[src/rtl/palette_lut_loader.sv]
`default_nettype none
// ============================================================================
// Module      : palette_lut_loader
// Description : Loads a 256-entry colour palette from an AXI4-Stream slave
//               into the inactive half of a ping-pong palette LUT RAM. The
//               bank swap is deferred to the next frame boundary so the pixel
//               lookup path never sees a half-written palette.
// Ports       : axis_aclk / axis_areset   - clock, synchronous active-high reset
//               s_axis_*                  - palette entry stream (slave)
//               load_start                - request a new palette load
//               frame_start               - first pixel of a video frame
//               lut_bank_sel              - active bank for the lookup path
//               busy / swap_done / load_error - status
//               lut_ram_*                 - BRAM write port (byte addressed)
// Revision    : 1.0 - initial release
// ============================================================================
module palette_lut_loader #(
    parameter int COLOR_WIDTH = 16
) (
    input  logic        axis_aclk,
    input  logic        axis_areset,
    input  logic [31:0] s_axis_tdata,
    input  logic        s_axis_tvalid,
    output logic        s_axis_tready,
    input  logic        s_axis_tlast,
    input  logic        load_start,
    input  logic        frame_start,
    output logic        lut_bank_sel,
    output logic        busy,
    output logic        swap_done,
    output logic        load_error,
    output logic        lut_ram_clk,
    output logic        lut_ram_rst,
    output logic        lut_ram_ena,
    output logic [3:0]  lut_ram_we,
    output logic [31:0] lut_ram_addr,
    output logic [31:0] lut_ram_wdata
);

    typedef enum logic [1:0] {
        ST_IDLE    = 2'd0,
        ST_LOAD    = 2'd1,
        ST_DRAIN   = 2'd2,
        ST_PENDING = 2'd3
    } state_t;

    localparam logic [7:0] c_last_index = 8'hFF;

    state_t      r_state;
    state_t      w_state_nxt;
    logic        r_tready;
    logic [7:0]  r_index;
    logic        r_target_bank;
    logic        r_bank_sel;
    logic        r_swap_done;
    logic        r_load_error;
    logic        r_ram_ena;
    logic [31:0] r_ram_addr;
    logic [31:0] r_ram_wdata;

    logic        w_accept;
    logic        w_at_last;
    logic        w_load_go;
    logic        w_write;
    logic        w_frame_err;
    logic        w_swap;

    // Upper stream bits carry no palette information.
    if (COLOR_WIDTH < 32) begin : g_tdata_unused
        logic w_unused_tdata_hi;
        assign w_unused_tdata_hi = ^s_axis_tdata[31:COLOR_WIDTH];
    end

    // r_tready is only ever high in LOAD/DRAIN, so it doubles as the
    // "accepting" qualifier for the handshake.
    assign w_accept    = s_axis_tvalid & r_tready;
    assign w_at_last   = (r_index == c_last_index);
    assign w_load_go   = (r_state == ST_IDLE) & load_start;
    assign w_write     = (r_state == ST_LOAD) & w_accept;
    // Framing is wrong whenever tlast and "entry 255" disagree.
    assign w_frame_err = w_write & (w_at_last ^ s_axis_tlast);

    always_comb begin
        w_state_nxt = r_state;
        w_swap      = 1'b0;
        case (r_state)
            ST_IDLE: begin
                if (load_start) begin
                    w_state_nxt = ST_LOAD;
                end
            end
            ST_LOAD: begin
                if (w_accept) begin
                    if (w_at_last) begin
                        w_state_nxt = s_axis_tlast ? ST_PENDING : ST_DRAIN;
                    end else if (s_axis_tlast) begin
                        w_state_nxt = ST_IDLE;
                    end
                end
            end
            ST_DRAIN: begin
                if (w_accept && s_axis_tlast) begin
                    w_state_nxt = ST_IDLE;
                end
            end
            ST_PENDING: begin
                // The final RAM write is already committed by this edge, so a
                // frame_start on the first PENDING cycle may swap safely.
                if (frame_start) begin
                    w_state_nxt = ST_IDLE;
                    w_swap      = 1'b1;
                end
            end
            default: begin
                w_state_nxt = ST_IDLE;
            end
        endcase
    end

    always_ff @(posedge axis_aclk) begin
        if (axis_areset) begin
            r_state       <= ST_IDLE;
            r_tready      <= 1'b0;
            r_index       <= 8'd0;
            r_target_bank <= 1'b0;
            r_bank_sel    <= 1'b0;
            r_swap_done   <= 1'b0;
            r_load_error  <= 1'b0;
            r_ram_ena     <= 1'b0;
            r_ram_addr    <= 32'd0;
            r_ram_wdata   <= 32'd0;
        end else begin
            r_state     <= w_state_nxt;
            r_tready    <= (w_state_nxt == ST_LOAD) || (w_state_nxt == ST_DRAIN);
            r_swap_done <= w_swap;
            r_ram_ena   <= w_write;

            if (w_load_go) begin
                r_index       <= 8'd0;
                r_target_bank <= ~r_bank_sel;
                r_load_error  <= 1'b0;
            end else if (w_frame_err) begin
                r_load_error  <= 1'b1;
            end

            if (w_write) begin
                r_index     <= r_index + 8'd1;
                r_ram_addr  <= {21'd0, r_target_bank, r_index, 2'b00};
                r_ram_wdata <= 32'(s_axis_tdata[COLOR_WIDTH-1:0]);
            end

            if (w_swap) begin
                r_bank_sel <= r_target_bank;
            end
        end
    end

    assign s_axis_tready = r_tready;
    assign lut_bank_sel  = r_bank_sel;
    assign busy          = (r_state != ST_IDLE);
    assign swap_done     = r_swap_done;
    assign load_error    = r_load_error;
    assign lut_ram_clk   = axis_aclk;
    assign lut_ram_rst   = 1'b0;
    assign lut_ram_ena   = r_ram_ena;
    assign lut_ram_we    = {4{r_ram_ena}};
    assign lut_ram_addr  = r_ram_addr;
    assign lut_ram_wdata = r_ram_wdata;

endmodule
`default_nettype wire

[config.mk]
export PLATFORM = sky130hd
export DESIGN_NAME = palette_lut_loader
export DESIGN_NICKNAME = d
export VERILOG_FILES = /design/src/rtl/palette_lut_loader.sv
export SDC_FILE = /design/constraint.sdc
export NUM_CORES = 1
export LEC_CHECK = 0
export CORE_MARGIN = 2
export CORE_UTILIZATION = 38
export CTS_CLUSTER_SIZE = 24
export DETAILED_ROUTE_END_ITERATION = 7
export PLACE_DENSITY_LB_ADDON = 0.05
export SLEW_MARGIN = 5
export SYNTH_ARGS = -nofsm -noshare
export SYNTH_HDL_FRONTEND = slang
export SYNTH_SLANG_ARGS = --single-unit
export TNS_END_PERCENT = 20
[constraint.sdc]
create_clock -name axis_aclk -period 1.85 [get_ports axis_aclk]
set_input_delay 0.37 -clock axis_aclk [delete_from_list [all_inputs] [get_ports axis_aclk]]
set_output_delay 0.37 -clock axis_aclk [all_outputs]
set_load 0.05 [all_outputs]
### Word level (Yosys, flattened, before mapping)

Cells that the tools add are included.

| word-level totals | value |
|---|---|
| word-level logic and storage cells | 41 |
| register bits | 41 |

| operators by class | value |
|---|---|
| add/subtract/negate cells | 1 |
| bitwise operators | 6 |
| multiplexer cells | 12 |
| equality and inequality tests | 6 |
| reductions and logical operators | 6 |

Operator list:

| operator | count |
|---|---|
| two-way mux 8 bit | 2 |
| two-way mux 2 bit | 6 |
| adder 8 x 1 -> 8 bit, second input constant | 1 |
| == test 8 bit, second input constant | 1 |
| case mux 2 bit (4 select lines) | 1 |
| == test 2 bit, second input constant | 3 |
| bitwise AND 1 bit | 4 |
| == test 2 x 1 -> 1 bit, second input constant | 2 |
| nonzero test 2 bit | 2 |
| two-way mux 1 bit | 3 |
| logical NOT 2 bit | 1 |
| OR reduction 2 bit | 1 |
| logical AND 1 bit | 1 |
| logical OR 1 bit | 1 |
| inverter 1 bit | 1 |
| bitwise XOR 1 bit | 1 |

### Logic depth before layout (Yosys ltp)

| depth | value |
|---|---|
| depth in word-level cells | 6 |
| gate-level depth with buffers | 6 |
| mapped depth without buffers | 6 |

==> flow_summary.toml <==
[power_and_ir_drop]
p_int_w = 0.001622
p_seq_share_pct = 38.7
p_switching_w = 0.0007392
power_density_mw_per_mm2 = 926.6
worst_ir_drop_vdd_mv = 1.113
power.share.clock_pct = 44.4
switching_share_pct = 31.30
pwr-share-comb_pct = 16.9
p_leak_nw = 1.089

[sta]
finalSetupTns_ns = 0
fmax_mhz = 593.1
finalMaxSlewViolations = 0
post-route-min-period_ns = 1.686
period_share_pct = 91.13
rsz0062_at_grt = "no"
finalSetupViolCount = 0
hold_violations = 0
clock_skew_ns = 0.008394

[yosys]
yosys-top-cells-area = "dfxtp_1 (42%), buf_4 (18%), nand2_1 (12%)"
synth_top_area_share_pct = 42.35
yosysWarnings = 0
ys_types = 30
syn_area_per_cell_um2 = 7.911
synth_top_area_cell = "dfxtp_1"
ys_ff_latch = 41
syn_area_mm2 = 0.001938
ys_seq_area_share_pct = 42.35
synthCells = 245

[grt]
grt_pass1_vias = 1394
grt_overflow = 0
grtUsageTotal_pct = 14.49
antenna_found_initial = 0
grt_max_degree = 42
grt_pass1_wl_um = 6085

[critical_path]
critPathLaunchType = "flop"
cpMaxStageDelayCell = "dfxtp_1"
crit_chain = "ha_1, nand3_2, o21ai_1, nor4bb_2, or3_1, a21oi_1"
cp.required_ns = 2.13
cp-end-kind = "flop"
critPathArrivalTime_ns = 1.97
slowest_delay_ns = 0.41
cp_num_buf_inv = 0
crit_fanout = 7
crit_type = "reg -> reg"
cp_top_family = "simple AND/OR/NAND/NOR gates"

[layout]
drive_above_1_share_pct = 18.57
multi_input_area_um2 = 869.6
fill_cells = 504
nets = 345
final_cell_mix = "nand2_1 (60), dfxtp_1 (41), conb_1 (40)"
antenna_cells = 0
final_cell_area_mm2 = 0.002549
final_common_cell = "nand2_1"
regArea_um2 = 820.8
area_growth_pct = 31.50

[placed_design]
gp_congestion = 0.7548
place_area_mm2 = 0.002389
dp_hpwl_um = 2761
numPortBuffers = 57

[routing]
vias_per_cell = 4.273
routed_wl_um = 3895
wl_per_cell_um = 10.41
vias = 1598
firstDrtPassIters = 4
postRouteAntennaNets = 0
first_iter_violations = 60
drc = 0

[floorplanning]
die_height_um = 75.42
die-area_mm2 = 0.005687
start_util_pct = 40.23
core_area_mm2 = 0.004817
io_pins = 114
rows = 25
die_w_um = 75.42

[clock_tree]
cts_tree = "done"
clk_pin_slew_worst_paths_ns = 0.08
postCtsSetupBuffers = 0
clk_latency_ns = 0.40
postCtsHoldBufs = 0

[run]
maxCapViolCount = 0

[run_status]
status = "completed"

[hold_path]
hold_path_class = "reg -> reg"
==> metal layers <==
layer / vias to the layer above / share of wire [%] / GRT usage, %
met5: - / 0 / 0
met4: 0 / 2.1 / 9.357
met3: 7 / 8.5 / 5.688
met2: 63 / 45 / 21.64
met1: 689 / 44 / 17.32
li1: 839 / - / -
==> power groups by stage <==
stage / clock network (W) / logic [W] / registers [W]
after floorplan: 0.000117 / 0.000326 / 0.000972
after global placement: 0.000125 / 0.000401 / 0.000935
after detailed placement: 0.000125 / 0.000401 / 0.000935
after CTS: 0.00107 / 0.000400 / 0.000914
after global routing: 0.00111 / 0.000425 / 0.000917
final: 0.00105 / 0.000399 / 0.000914
==> repair_timing <==
action	4_1_cts	5_1_grt
gates resized for setup	8	1
pin swaps	0	0
setup endpoints to repair	7	2
==> Yosys cell counts <==
| library cell | count |
|---|---|
| or3_1 | 4 |
| mux2i_1 | 1 |
| nand2_1 | 60 |
| buf_2 | 5 |
| o21ai_0 | 2 |
| mux2_2 | 2 |
| nor4bb_1 | 1 |
| dfxtp_1 | 41 |
| a211oi_1 | 2 |
| a31oi_1 | 1 |
| nor2_1 | 17 |
| nand4b_1 | 1 |
| o21ai_1 | 1 |
| ha_1 | 1 |
| clkbuf_1 | 6 |
| inv_1 | 2 |
| a22oi_1 | 1 |
| nand4_1 | 3 |
| nand3_2 | 1 |
| and4b_1 | 1 |
| and2_1 | 2 |
| nor3_1 | 5 |
| o22ai_1 | 1 |
| conb_1 | 1 |
| nand3_1 | 3 |
| a21oi_1 | 31 |
| nand4b_4 | 1 |
| o21a_1 | 1 |
| buf_4 | 46 |
| o211ai_1 | 1 |
==> per-stage QoR <==
| stage | power, W | utilization, % | instances | hold slack [ns] | worst slack, ns |
|---|---|---|---|---|---|
| 2_1_floorplan | 0.001415 | - | 284 | 0.4446 | 0.1583 |
| 3_3_place_gp | 0.001461 | 49.58 | 363 | 0.4425 | -0.1171 |
| 6_report | 0.002362 | 52.91 | 374 | 0.4511 | 0.1640 |
| 3_5_place_dp | 0.001461 | 49.58 | 363 | 0.4485 | -0.1171 |
| 4_1_cts | 0.002382 | 52.78 | 374 | 0.4565 | 0.07582 |
| 5_1_grt | 0.002453 | 52.91 | 374 | 0.4769 | 0.007578 |
==> flip-flops by register name (all words and copies together), names as in the netlist <==
signal         flops
r_state            2
lut_ram_addr       9
s_axis_tready      1
load_error         1
r_index            8
lut_ram_wdata     16
swap_done          1
lut_ram_ena        1
lut_bank_sel       1
r_target_bank      1
==> cell type report <==
type                       instances  share of cell area, %
multi-input combinational        184                  34.12
sequential                        41                  32.20
timing repair buffer              68                  23.37
clock buffer                      11                  5.547
tap                               67                  3.289
clock inverter                     1                  1.178
inverter                           2                 0.2946
==> worst paths after layout <==
check                                        end  slack (ns)  cells after the start             start
worst min-delay path            lut_ram_wdata[0]        0.45                      2  lut_ram_wdata[0]
worst max-delay path               s_axis_tready        0.16                      6        r_index[1]
worst min register to register  lut_ram_wdata[0]        0.45                      2  lut_ram_wdata[0]
worst max register to register     s_axis_tready        0.16                      6        r_index[1]
==> logic make-up (layout without fill, tap and decap cells) <==
| logic type | count (synthesis) | after routing | share of synthesized area [%] |
|---|---|---|---|
| AND/OR/NAND/NOR | 99 | 99 | 23.11 |
| AO/OA/AOI/OAI | 41 | 41 | 11.36 |
| flip-flops | 41 | 41 | 42.35 |
| other | 1 | 40 | 0.1935 |
| buffers and inverters | 59 | 82 | 20.66 |
| multiplexers | 3 | 3 | 1.678 |
| adder cells (fa/ha/maj) | 1 | 1 | 0.6455 |
==> worst reg2reg max path: cells and delay by family (launching register included) <==
family,cells,cell delay (ns)
AOI/OAI and AO/OA,2,0.25
adders and majority gates,1,0.24
DFF,1,0.41
and+or+nand+nor,3,0.67
(Power assumes the default switching activity.)
